File: config.mk
export PLATFORM = sky130hd
export DESIGN_NAME = alu32_result_stage_flat
export DESIGN_NICKNAME = d
export VERILOG_FILES = /design/src/rtl/alu32_pkg.sv /design/src/rtl/alu32_result_stage_if.sv /design/src/rtl/alu32_flag_buf.sv /design/src/rtl/alu32_result_stage.sv /design/src/flat_wrapper.sv
export SDC_FILE = /design/constraint.sdc
export NUM_CORES = 1
export LEC_CHECK = 0
export CAP_MARGIN = 15
export CORE_MARGIN = 1.5
export CORE_UTILIZATION = 49
export DETAILED_ROUTE_END_ITERATION = 16
export GPL_TIMING_DRIVEN = 0
export PLACE_DENSITY = 0.95
export SETUP_SLACK_MARGIN = 0.5
export SLEW_MARGIN = 5
export SYNTH_ARGS = -nofsm -noshare
export SYNTH_HDL_FRONTEND = slang
export SYNTH_SLANG_ARGS = --single-unit
File: constraint.sdc
create_clock -name clk -period 4.9 [get_ports clk]
set_input_delay 0.98 -clock clk [delete_from_list [all_inputs] [get_ports clk]]
set_output_delay 0.98 -clock clk [all_outputs]
set_load 0.005 [all_outputs]
File: src/rtl/alu32_pkg.sv
// rtl/alu32_pkg.sv - shared opcodes, widths and packed-entry flag layout for the ALU32 result stage
package alu32_pkg;

    localparam int WIDTH_DEF = 32;

    localparam logic [3:0] OP_AND  = 4'd0;
    localparam logic [3:0] OP_OR   = 4'd1;
    localparam logic [3:0] OP_XOR  = 4'd2;
    localparam logic [3:0] OP_ADD  = 4'd3;
    localparam logic [3:0] OP_SUB  = 4'd4;
    localparam logic [3:0] OP_SLT  = 4'd5;
    localparam logic [3:0] OP_NOR  = 4'd6;
    localparam logic [3:0] OP_LAST = 4'd6;

    // Flag positions above the result field: entry = {illegal, overflow, carry, negative, zero, result}
    localparam int FLAG_ZERO  = 0;
    localparam int FLAG_NEG   = 1;
    localparam int FLAG_CARRY = 2;
    localparam int FLAG_OVF   = 3;
    localparam int FLAG_ILL   = 4;
    localparam int NUM_FLAGS  = 5;

    typedef enum logic [1:0] {
        BUF_EMPTY = 2'd0,
        BUF_ONE   = 2'd1,
        BUF_FULL  = 2'd2
    } buf_state_e;

endpackage

File: src/rtl/alu32_result_stage_if.sv
// rtl/alu32_result_stage_if.sv - upstream ALU unit bus and downstream result bus of the result stage
interface alu32_result_stage_if
    import alu32_pkg::*;
#(
    parameter int WIDTH = WIDTH_DEF
) ();
    logic             in_valid;
    logic             in_ready;
    logic [3:0]       op;
    logic [WIDTH-1:0] and_res;
    logic [WIDTH-1:0] or_res;
    logic [WIDTH-1:0] xor_res;
    logic [WIDTH-1:0] sum_res;
    logic             sum_cout;
    logic [WIDTH-1:0] diff_res;
    logic             diff_cout;
    logic             a_sign;
    logic             b_sign;
    logic             out_valid;
    logic             out_ready;
    logic [WIDTH-1:0] result;
    logic             zero;
    logic             negative;
    logic             carry;
    logic             overflow;
    logic             illegal;

    modport slave (
        input  in_valid, op, and_res, or_res, xor_res, sum_res, sum_cout,
               diff_res, diff_cout, a_sign, b_sign, out_ready,
        output in_ready, out_valid, result, zero, negative, carry, overflow, illegal
    );

    modport master (
        output in_valid, op, and_res, or_res, xor_res, sum_res, sum_cout,
               diff_res, diff_cout, a_sign, b_sign, out_ready,
        input  in_ready, out_valid, result, zero, negative, carry, overflow, illegal
    );
endinterface

File: src/rtl/alu32_flag_buf.sv
// rtl/alu32_flag_buf.sv - two-entry FIFO of packed result+flag entries with registered-only handshake
module alu32_flag_buf
    import alu32_pkg::*;
#(
    parameter int EW    = WIDTH_DEF + NUM_FLAGS,
    parameter int DEPTH = 2
) (
    input  logic          clk,
    input  logic          rst,
    input  logic          push_valid_i,
    output logic          push_ready_o,
    input  logic [EW-1:0] push_data_i,
    output logic          pop_valid_o,
    input  logic          pop_ready_i,
    output logic [EW-1:0] pop_data_o
);
    buf_state_e    state_q, state_d;
    logic          wr_ptr_q, wr_ptr_d;
    logic          rd_ptr_q, rd_ptr_d;
    logic [EW-1:0] mem_q [DEPTH];
    logic          push, pop;

    assign push_ready_o = (state_q != BUF_FULL);
    assign pop_valid_o  = (state_q != BUF_EMPTY);
    assign push         = push_valid_i & push_ready_o;
    assign pop          = pop_valid_o & pop_ready_i;
    assign pop_data_o   = pop_valid_o ? mem_q[rd_ptr_q] : '0;

    always_comb begin
        state_d  = state_q;
        wr_ptr_d = wr_ptr_q ^ push;
        rd_ptr_d = rd_ptr_q ^ pop;
        case (state_q)
            BUF_EMPTY: if (push) state_d = BUF_ONE;
            BUF_ONE: begin
                if (push && !pop)      state_d = BUF_FULL;
                else if (pop && !push) state_d = BUF_EMPTY;
            end
            BUF_FULL:  if (pop) state_d = BUF_ONE;
            default:   state_d = BUF_EMPTY;
        endcase
    end

    always_ff @(posedge clk or posedge rst) begin
        if (rst) begin
            state_q  <= BUF_EMPTY;
            wr_ptr_q <= 1'b0;
            rd_ptr_q <= 1'b0;
        end else begin
            state_q  <= state_d;
            wr_ptr_q <= wr_ptr_d;
            rd_ptr_q <= rd_ptr_d;
        end
    end

    // Entries are wiped on reset so nothing stale can resurface after a mid-run reset.
    always_ff @(posedge clk or posedge rst) begin
        if (rst) begin
            for (int i = 0; i < DEPTH; i++) mem_q[i] <= '0;
        end else if (push) begin
            mem_q[wr_ptr_q] <= push_data_i;
        end
    end
endmodule

File: src/rtl/alu32_result_stage.sv
// rtl/alu32_result_stage.sv - selects the ALU result, derives flags and buffers them for writeback
module alu32_result_stage
    import alu32_pkg::*;
#(
    parameter int WIDTH = WIDTH_DEF,
    parameter int DEPTH = 2
) (
    input logic                  clk,
    input logic                  rst,
    alu32_result_stage_if.slave  bus
);
    localparam int EW = WIDTH + NUM_FLAGS;

    logic [WIDTH-1:0] sel;
    logic             ill, cy, ovf, ovf_add, ovf_sub;
    logic [EW-1:0]    push_entry;
    logic [EW-1:0]    head;

    assign ovf_add = (bus.a_sign == bus.b_sign) & (bus.sum_res[WIDTH-1]  != bus.a_sign);
    assign ovf_sub = (bus.a_sign != bus.b_sign) & (bus.diff_res[WIDTH-1] != bus.a_sign);

    always_comb begin
        sel = '0;
        ill = 1'b0;
        cy  = 1'b0;
        ovf = 1'b0;
        case (bus.op)
            OP_AND: sel = bus.and_res;
            OP_OR:  sel = bus.or_res;
            OP_XOR: sel = bus.xor_res;
            OP_NOR: sel = ~bus.or_res;
            OP_ADD: begin
                sel = bus.sum_res;
                cy  = bus.sum_cout;
                ovf = ovf_add;
            end
            OP_SUB: begin
                sel = bus.diff_res;
                cy  = bus.diff_cout;
                ovf = ovf_sub;
            end
            // Signed less-than: difference sign corrected by subtract overflow.
            OP_SLT: sel = {{(WIDTH-1){1'b0}}, bus.diff_res[WIDTH-1] ^ ovf_sub};
            default: ill = 1'b1;
        endcase
    end

    assign push_entry = {ill, ovf, cy, sel[WIDTH-1], (sel == '0), sel};

    alu32_flag_buf #(
        .EW    (EW),
        .DEPTH (DEPTH)
    ) u_buf (
        .clk          (clk),
        .rst          (rst),
        .push_valid_i (bus.in_valid),
        .push_ready_o (bus.in_ready),
        .push_data_i  (push_entry),
        .pop_valid_o  (bus.out_valid),
        .pop_ready_i  (bus.out_ready),
        .pop_data_o   (head)
    );

    assign bus.result   = head[WIDTH-1:0];
    assign bus.zero     = head[WIDTH+FLAG_ZERO];
    assign bus.negative = head[WIDTH+FLAG_NEG];
    assign bus.carry    = head[WIDTH+FLAG_CARRY];
    assign bus.overflow = head[WIDTH+FLAG_OVF];
    assign bus.illegal  = head[WIDTH+FLAG_ILL];
endmodule

File: src/flat_wrapper.sv
// flat-port wrapper written by rule: the top's interface ports become plain ports
module alu32_result_stage_flat import alu32_pkg::*;
#(
    parameter int WIDTH = WIDTH_DEF,
    parameter int DEPTH = 2
)
  (clk, rst, bus_in_valid, bus_op, bus_and_res, bus_or_res, bus_xor_res, bus_sum_res, bus_sum_cout, bus_diff_res, bus_diff_cout, bus_a_sign, bus_b_sign, bus_out_ready, bus_in_ready, bus_out_valid, bus_result, bus_zero, bus_negative, bus_carry, bus_overflow, bus_illegal);
  alu32_result_stage_if #(.WIDTH(WIDTH)) bus_i ();
  input logic clk;
  input logic rst;
  input wire logic [$bits(bus_i.in_valid)-1:0] bus_in_valid;
  input wire logic [$bits(bus_i.op)-1:0] bus_op;
  input wire logic [$bits(bus_i.and_res)-1:0] bus_and_res;
  input wire logic [$bits(bus_i.or_res)-1:0] bus_or_res;
  input wire logic [$bits(bus_i.xor_res)-1:0] bus_xor_res;
  input wire logic [$bits(bus_i.sum_res)-1:0] bus_sum_res;
  input wire logic [$bits(bus_i.sum_cout)-1:0] bus_sum_cout;
  input wire logic [$bits(bus_i.diff_res)-1:0] bus_diff_res;
  input wire logic [$bits(bus_i.diff_cout)-1:0] bus_diff_cout;
  input wire logic [$bits(bus_i.a_sign)-1:0] bus_a_sign;
  input wire logic [$bits(bus_i.b_sign)-1:0] bus_b_sign;
  input wire logic [$bits(bus_i.out_ready)-1:0] bus_out_ready;
  output wire logic [$bits(bus_i.in_ready)-1:0] bus_in_ready;
  output wire logic [$bits(bus_i.out_valid)-1:0] bus_out_valid;
  output wire logic [$bits(bus_i.result)-1:0] bus_result;
  output wire logic [$bits(bus_i.zero)-1:0] bus_zero;
  output wire logic [$bits(bus_i.negative)-1:0] bus_negative;
  output wire logic [$bits(bus_i.carry)-1:0] bus_carry;
  output wire logic [$bits(bus_i.overflow)-1:0] bus_overflow;
  output wire logic [$bits(bus_i.illegal)-1:0] bus_illegal;
  assign bus_i.in_valid = bus_in_valid;
  assign bus_i.op = bus_op;
  assign bus_i.and_res = bus_and_res;
  assign bus_i.or_res = bus_or_res;
  assign bus_i.xor_res = bus_xor_res;
  assign bus_i.sum_res = bus_sum_res;
  assign bus_i.sum_cout = bus_sum_cout;
  assign bus_i.diff_res = bus_diff_res;
  assign bus_i.diff_cout = bus_diff_cout;
  assign bus_i.a_sign = bus_a_sign;
  assign bus_i.b_sign = bus_b_sign;
  assign bus_i.out_ready = bus_out_ready;
  assign bus_in_ready = bus_i.in_ready;
  assign bus_out_valid = bus_i.out_valid;
  assign bus_result = bus_i.result;
  assign bus_zero = bus_i.zero;
  assign bus_negative = bus_i.negative;
  assign bus_carry = bus_i.carry;
  assign bus_overflow = bus_i.overflow;
  assign bus_illegal = bus_i.illegal;
  alu32_result_stage #(.WIDTH(WIDTH), .DEPTH(DEPTH)) u_core (.clk(clk), .rst(rst), .bus(bus_i));
endmodule
=== Word level (Yosys, flattened, before mapping) ===
Cells that the tools add are included.

* Word-level logic and storage cells: 61
* Bits of input ports: 172
* Register bits after elaboration: 78

* $lt $le $gt $ge: 3
* Mux-type cells: 16
* Reduce and logical (&&, ||, !) cells: 11
* Equality and inequality tests: 16
* Bitwise logic cells: 10

{| class="wikitable"
|+ Operators with widths
! cell !! number
|-
| case mux 32 bit (7 select lines) || 1
|-
| two-way mux 37 bit || 5
|-
| bitwise mux 74 bit || 1
|-
| demux 37 bit (select 1 bit) || 1
|-
| zero test 32 bit || 1
|-
| NOT 32 bit || 1
|-
| == test 4 x 3 -> 1 bit (second input constant) || 3
|-
| == test 4 x 2 -> 1 bit (second input constant) || 2
|-
| two-way mux 2 bit || 4
|-
| OR reduction 7 bit || 1
|-
| inequality test 2 bit (second input constant) || 3
|-
| case mux 2 bit (3 select lines) || 1
|-
| bitwise AND 1 bit || 4
|-
| == test 4 x 1 -> 1 bit (second input constant) || 1
|-
| >= comparator 2 bit (second input constant) || 2
|-
| zero test 4 bit || 1
|-
| NOT 1 -> 2 bit || 2
|-
| case mux 1 bit (2 select lines) || 2
|-
| logical AND 1 bit || 3
|-
| inequality test 1 bit || 3
|-
| inequality test 3 bit (second input constant) || 1
|-
| AND reduction 3 bit || 1
|-
| XOR 1 bit || 3
|-
| == test 2 x 1 -> 1 bit (second input constant) || 1
|-
| 7 further kinds || 8
|}

=== Depth between registers and ports, before layout ===
Gate-level depths: netlist of the first run.

* Depth in word-level cells: 7
* Mapped depth: 11

=== Cells and area by module ===
Synthesis of the first run repeated with hierarchy kept, for this count alone.

* Cells, all modules: 566
* Area total of the unflattened synthesis: 5705.5 um^2

{| class="wikitable"
|+ By module, submodules not included
! module !! instances !! area an instance (um^2) !! cells an instance
|-
| alu32_flag_buf || 1 || 3661.0 || 260
|-
| alu32_result_stage || 1 || 2044.5 || 306
|}

=== Least setup slack after synthesis of the first run ===
Ideal clock, no wire load.

* Kind: in2reg
* Start: input port bus_op[0]
* End: register u_core.u_buf.mem_q[32] in the netlist's numbering
* Arrival: 2.865 ns
* Library setup time: 0.101 ns
* Cell stages on the path: 7
* Slack: 1.934 ns
* Cell sequence: buf_6 > buf_2 > mux2_2 > a221oi_1 > nand4b_1 > or4_1 > o32ai_1

* Longest elaborated chain between the ends: 4
* Elaborated cells on any way between the ends: 10

{| class="wikitable"
|+ Ends and longest elaborated chain
! item !! line !! source
|-
| start, declared || flat_wrapper.sv:12 || <nowiki>input wire logic [$bits(bus_i.op)-1:0] bus_op;</nowiki>
|-
| == test 4 x 3 -> 1 bit (tied with other cells) || alu32_result_stage.sv:27 || <nowiki>case (bus.op)</nowiki>
|-
| case mux 32 bit (7 select lines) (*) || alu32_result_stage.sv:27 ||
|-
| zero test 32 bit (*) || alu32_result_stage.sv:48 || <nowiki>assign push_entry = {ill, ovf, cy, sel[WIDTH-1], (sel == '0), sel};</nowiki>
|-
| bitwise mux 74 bit (*) || alu32_flag_buf.sv:61 || <nowiki>mem_q[wr_ptr_q] <= push_data_i;</nowiki>
|-
| end signal, assigned by index || alu32_flag_buf.sv:61 ||
|-
| end, declared || alu32_flag_buf.sv:20 || <nowiki>logic [EW-1:0] mem_q [DEPTH];</nowiki>
|}

Every way passes the cells marked *; elsewhere a longest branch is shown, timed or not.
A chain may end at the register's enable or synchronous reset.

=== Final worst setup path of the first run ===
* Start: input port bus_op[1]
* End: register u_core.u_buf.mem_q[32] in the netlist's numbering

Same word-level chain as after synthesis.

==> results of run 1 <==
registers in the layout, summed over array words and instances, names as in the netlist:
| register | count |
|---|---|
| u_core.u_buf.mem_q | 72 |
| u_core.u_buf.state_q | 2 |
| u_core.u_buf.rd_ptr_q | 1 |
| u_core.u_buf.wr_ptr_q | 1 |
cells by family (layout without fill, tap and decap cells):
family,Yosys count,count (layout),synth area share
compound gates,145,145,0.168
mux,112,112,0.216
xor+xnor,1,1,0.00157
buf+inv,68,292,0.0651
simple gates,205,205,0.202
fa+ha+maj,3,3,0.00671
flops,76,76,0.340
final cells by class:
| class | count | area, um^2 | area share |
|---|---|---|---|
| Buffer | 53 | 308 | 0.0376 |
| Clock buffer | 10 | 239 | 0.0292 |
| Clock inverter | 6 | 87.6 | 0.0107 |
| Inverter | 15 | 58.8 | 0.00719 |
| Multi-Input combinational cell | 466 | 3330 | 0.407 |
| Sequential cell | 76 | 1900 | 0.233 |
| Tap cell | 140 | 175 | 0.0214 |
| Timing Repair Buffer | 208 | 2080 | 0.255 |
routing by layer:
| layer | GRT usage | up-vias | wire (um) |
|---|---|---|---|
| met5 | 0 | - | 0 |
| li1 | - | 2665 | - |
| met1 | 0.456 | 3023 | 8500 |
| met3 | 0.0848 | 101 | 2160 |
| met4 | 0.199 | 0 | 1260 |
| met2 | 0.674 | 459 | 11200 |
worst max-delay path, cell delays in order:
cell and delay (ns):
clkdlybuf4s50_1 0.52, buf_2 0.24, buf_4 0.22, buf_4 0.24
mux2i_1 0.20, nor3_1 0.06, a211oi_1 0.71, nand4_1 0.24
or4b_1 0.56, o32ai_1 0.24
report_power, final:
part           internal, mW  switching, mW  leakage, nW
Clock                 0.460          0.263        0.162
Combinational         0.891          0.862         2.34
Sequential            0.926          0.181        0.942
worst max path at each step:
stage | to | slack (ns) | cells after the start
floorplan | u_core.u_buf.mem_q[32] | 1.93 | 7
global placement | u_core.u_buf.mem_q[69] | 0.73 | 10
detailed placement | u_core.u_buf.mem_q[32] | 0.68 | 10
CTS | u_core.u_buf.mem_q[32] | 1.04 | 10
global route | u_core.u_buf.mem_q[69] | 0.80 | 10
finish | u_core.u_buf.mem_q[32] | 0.91 | 10
layout by cell type (no fill, tap or decap), drive strengths merged, types with 5 or more instances in the layout:
master / instances
clkdlybuf4s50: 208
clkbuf: 36
mux2i: 72
o21ai: 21
nor3b: 11
o2bb2ai: 7
nor2: 108
buf: 27
a21oi: 62
nor2b: 10
o221ai: 8
a211oi: 8
nand2: 8
nand3b: 22
inv: 15
a22oi: 9
dfrtp: 76
and3b: 5
mux2: 37
through the flow:
step	hold WS [ns]	cell area, um^2	utilization
2_1_floorplan	0.480	5590	-
3_3_place_gp	0.489	7850	0.715
3_5_place_dp	0.495	7850	0.715
4_1_cts	0.508	8180	0.745
5_1_grt	0.519	8180	0.745
6_report	0.512	8180	0.745
==> results.sh, run 1 <==
export IMPL_fillers=793
export IMPL_grt_use_total=0.391
export IMPL_grt_max_degree=77
export IMPL_powerDensity_nw_per_um2=438
export IMPL_io_buffers=208
export IMPL_rsz0062_at_grt="false"
export IMPL_root_buffer="clkbuf_16"
export IMPL_syn_inst=610
export IMPL_worstReg2RegEnd="u_core.u_buf.mem_q[0]"
export IMPL_drc=0
export IMPL_grt_pass1_vias=6321
export IMPL_startpoint_type="input pin"
export IMPL_yosys_area_top_type_share=0.340
export IMPL_cts_tree="built"
export IMPL_total_power_mw=3.58
export IMPL_synth_seq_area_share=0.340
export IMPL_holdCritStartpoint="u_core.u_buf.mem_q[55]"
export IMPL_htreeDepth=3
export IMPL_crit_fanout=10
export IMPL_min_period_over_period=0.814
export IMPL_cts_hold_buf=0
export IMPL_synthFlopType="dfrtp_1"
export IMPL_drtPass1Iterations=5
export IMPL_antenna_found_initial=0
export IMPL_ys_ff_latch=76
export IMPL_drtIter0Drc=609
export IMPL_synth_top_cells_by_count="nor2_1 (108), dfrtp_1 (76), mux2i_1 (72), a21oi_1 (62), mux2_2 (34)"
export IMPL_grt_pass1_wl_mm=34.6
export IMPL_hold_viol=0
export IMPL_finalNonFillerCells=974
export IMPL_hold_path_end="u_core.u_buf.mem_q[55]"
export IMPL_finalWirelength_mm=23.1
export IMPL_viasPerCell=6.41
export IMPL_num_antenna_cells=0
export IMPL_synth_most_common_cell="nor2_1"
export IMPL_cts_num_sinks=76
export IMPL_layout_nets=1004
export IMPL_cts_repair_resized=0
export IMPL_fp_coreArea_um2=11000
export IMPL_crit_type="in2reg"
export IMPL_syn_nets=785
export IMPL_status="completed"
export IMPL_ir_worst_vdd_v=0.000464
export IMPL_finalSetupViolations=0
export IMPL_num_vias=6248
export IMPL_wl_per_cell_um=23.7
export IMPL_reg2reg_slack_ns=1.97
export IMPL_r2r_cells=7
export IMPL_cts_buffer_depth=2
export IMPL_hold_path_class="reg2reg"
export IMPL_area_delta_synth_final_pct=46.2
export IMPL_crit_start="bus_op[1]"
export IMPL_postSynthAreaPerCell_um2=9.17
export IMPL_dp_cells=958
export IMPL_die_x_um=110
export IMPL_die_y_um=110
export IMPL_io_pins=211
export IMPL_postRouteAntennaNets=0
export IMPL_worst_pin_slew_ns=1.24
export IMPL_fmax_mhz=251
export IMPL_clock_skew_final_ns=0.00467
export IMPL_slew_violations=0
export IMPL_pre_cts_ws_ns=0.677
export IMPL_p_leak_nw=3.44
export IMPL_finalSetupTns_ns=0
export IMPL_numCtsBuffers=9
export IMPL_drive_gt1_frac=0.115
export IMPL_yosys_warnings=0
export IMPL_worst_endpoint_required_ns=5.13
export IMPL_arrival_ns=4.22
export IMPL_slew_headroom=0.163
export IMPL_die_area_um2=12100
export IMPL_rows=38
export IMPL_synth_edf_count=0
export IMPL_place_congestion=0.953
export IMPL_crit_path_end_kind="flip-flop"
export IMPL_overflow=0
export IMPL_worst_r2r_startpoint="u_core.u_buf.state_q[1]"
export IMPL_synth_top_area_cell="dfrtp_1"
export IMPL_max_cap_violations=0
export IMPL_cts_setup_buffers=0
export IMPL_finalCriticalPeriod_ns=3.99
export IMPL_start_util=0.509
export IMPL_netlist_area_um2=5590
export IMPL_synth_distinct_cells=73
export IMPL_fin_ws_ns=0.913
export IMPL_min_delay_path_depth=1
export IMPL_async_flop_share=1.00
export IMPL_clk_pin_slew_worst_paths_ns=0.06
export IMPL_netlist_top_cells_area="dfrtp_1 (34%), mux2i_1 (13%), nor2_1 (7.2%)"
export IMPL_hpwl_mm=17.3
export IMPL_clkLatencyLatePin_ns=0.33
(Power assumes the default switching activity.)
==> run 2: changes to the inputs <==
CORE_UTILIZATION = 45   (was 49)
PLACE_DENSITY = 0.93   (was 0.95)
clock period = 4 ns   (was 4.9 ns; I/O delays follow)
==> run 2 against run 1 <==
Compared with the run above: global-route usage shrank 6.9 points; die area grew 8.6%; power up 19%; clock power up 14%.
==> results.sh, run 2 (synthesis results as in run 1) <==
export IMPL_cp_num_buf_inv=4
export IMPL_crit_fanout=10
export IMPL_fin_hold_ws_ns=0.507
export IMPL_arrival_ns=3.70
export IMPL_cts_num_sinks=76
export IMPL_rows=40
export IMPL_cpMostUsedCell="buf_6"
export IMPL_p_leak_nw=3.47
export IMPL_die_area_um2=13100
export IMPL_cts_tree="built"
export IMPL_min_period_over_period=0.867
export IMPL_num_vias=6111
export IMPL_finalCriticalPeriod_ns=3.47
export IMPL_postRouteAntennaNets=0
export IMPL_finalWirelength_mm=21.3
export IMPL_cp_slowest_cell="or4b_1"
export IMPL_reg_largest_list="u_core.u_buf.mem_q x72, u_core.u_buf.state_q x2"
export IMPL_finalSetupViolations=0
export IMPL_p_seq_frac=0.315
export IMPL_ir_worst_vdd_v=0.000394
export IMPL_final_area_um2=8270
export IMPL_internal_power_mw=2.75
export IMPL_root_buffer="clkbuf_16"
export IMPL_io_pins=211
export IMPL_fmax_mhz=288
export IMPL_reg2reg_slack_ns=1.11
export IMPL_overflow=0
export IMPL_layout_cells_most_common="clkdlybuf4s50_1"
export IMPL_worst_endpoint_required_ns=4.23
export IMPL_worst_pin_slew_ns=1.24
export IMPL_grt_pass1_wl_mm=32.0
export IMPL_drtPass1Iterations=6
export IMPL_viasPerCell=6.09
export IMPL_drtIter0Drc=758
export IMPL_drive_gt1_frac=0.130
export IMPL_cp_top_family="simple AND/OR/NAND/NOR gates"
export IMPL_io_buffers=208
export IMPL_slew_violations=0
export IMPL_die_y_um=114
export IMPL_start_util=0.464
export IMPL_cp_cell_sequence="clkdlybuf4s50_1 > buf_6 > buf_2 > buf_6 > nand3b_1 > a21oi_1 > nor4_2 > nand4_1 > or4b_1 > o32ai_1"
export IMPL_max_cap_violations=0
export IMPL_layout_nets=1006
export IMPL_grt_pass1_vias=5946
export IMPL_place_congestion=0.988
export IMPL_placed_cell_area_um2=7920
export IMPL_hold_path_class="reg2reg"
export IMPL_powerDensity_nw_per_um2=517
export IMPL_largest_reg_flops=72
export IMPL_combPwrFrac=0.492
export IMPL_hold_viol=0
export IMPL_p_clk_frac=0.193
export IMPL_multi_input_area_um2=3370
export IMPL_area_delta_synth_final_pct=47.9
export IMPL_num_antenna_cells=0
export IMPL_finalNonFillerCells=1004
export IMPL_clkLatencyLatePin_ns=0.34
export IMPL_p_sw_frac=0.358
export IMPL_fillers=919
export IMPL_fp_coreArea_um2=12100
export IMPL_die_x_um=114
export IMPL_total_power_mw=4.28
export IMPL_crit_path_end_kind="flip-flop"
export IMPL_drc=0
export IMPL_antenna_found_initial=0
export IMPL_grt_use_total=0.322
export IMPL_clock_skew_final_ns=0.00505
export IMPL_final_util=0.686
export IMPL_numCtsBuffers=9
export IMPL_cp_slowest_stage_delay_ns=0.54
export IMPL_clk_pin_slew_worst_paths_ns=0.06
export IMPL_cts_buffer_depth=2
export IMPL_ff_latch_area_um2=1900
export IMPL_wl_per_cell_um=21.2
export IMPL_crit_type="in2reg"
export IMPL_hpwl_mm=16.1
export IMPL_htreeDepth=3
export IMPL_startpoint_type="input pin"
export IMPL_dp_cells=987
export IMPL_switchingPower_mw=1.53
export IMPL_status="completed"
export IMPL_largest_register="u_core.u_buf.mem_q"
export IMPL_slew_headroom=0.163
export IMPL_rsz0062_at_grt="true"
export IMPL_final_cell_mix="clkdlybuf4s50_1 (208), nor2_1 (107), dfrtp_1 (76), mux2i_1 (72), a21oi_1 (62)"
export IMPL_grt_max_degree=67
==> run 2: changes by cell type in the layout (fill, tap and decap cells not counted), sizes merged <==
cell / before / now
clkinv: 4 / 2
bufinv: 2 / 1
clkinvlp: 0 / 1
clkbuf: 36 / 40
==> run 2: cell type report <==
type | instances | area share
Buffer | 53 | 0.0381
Clock buffer | 12 | 0.0310
Clock inverter | 4 | 0.00575
Inverter | 15 | 0.00711
Multi-Input combinational cell | 466 | 0.407
Sequential cell | 76 | 0.230
Tap cell | 168 | 0.0254
Timing Repair Buffer | 210 | 0.256
==> run 2: power groups by stage <==
| stage | combinational, mW | clock (mW) | sequential, mW |
|---|---|---|---|
| 2_1_floorplan | 1.15 | 0 | 1.28 |
| 3_3_place_gp | 2.01 | 0 | 1.31 |
| 4_1_cts | 2.09 | 0.827 | 1.33 |
| 5_1_grt | 2.26 | 0.858 | 1.38 |
| 6_report | 2.11 | 0.824 | 1.35 |
| 3_5_place_dp | 2.06 | 0 | 1.34 |
==> run 2: path summary, 6_finish.rpt <==
check | startpoint | end | cells after the start
worst max-delay path | bus_op[0] | u_core.u_buf.mem_q[32] | 10
worst max register to register | u_core.u_buf.state_q[0] | u_core.u_buf.mem_q[69] | 7
worst min-delay path | u_core.u_buf.mem_q[5] | u_core.u_buf.mem_q[5] | 1
min in group asynchronous | rst | u_core.u_buf.mem_q[56] | 2
worst min register to register | u_core.u_buf.mem_q[5] | u_core.u_buf.mem_q[5] | 1
max in group asynchronous | rst | u_core.u_buf.mem_q[62] | 3
==> run 2: what timing repair did <==
action,in CTS,in global routing
setup buffers,0,1
gates resized for setup,4,9
hold buffers,0,0
endpoints found under the setup margin,14,5
pin swaps,0,1
==> run 2: routing by layer <==
metal,up-vias,global-route usage,part of all wire
li1,2667,-,-
met1,2894,0.414,0.38
met2,463,0.530,0.47
met3,87,0.0704,0.10
met4,0,0.123,0.043
met5,-,0,0
==> run 2: per-stage QoR <==
stage	setup WS, ns	TNS [ns]
CTS	0.529	0
global route	0.479	0
detailed placement	-0.0222	-0.0378
floorplan	1.21	0
finish	0.531	0
global placement	-0.0257	-0.0474
==> run 3: changes to the inputs <==
CTS_CLUSTER_SIZE = 28   (was unset)
==> results of run 3 <==
Final layout, timing and power as in run 2 (identical DEF).
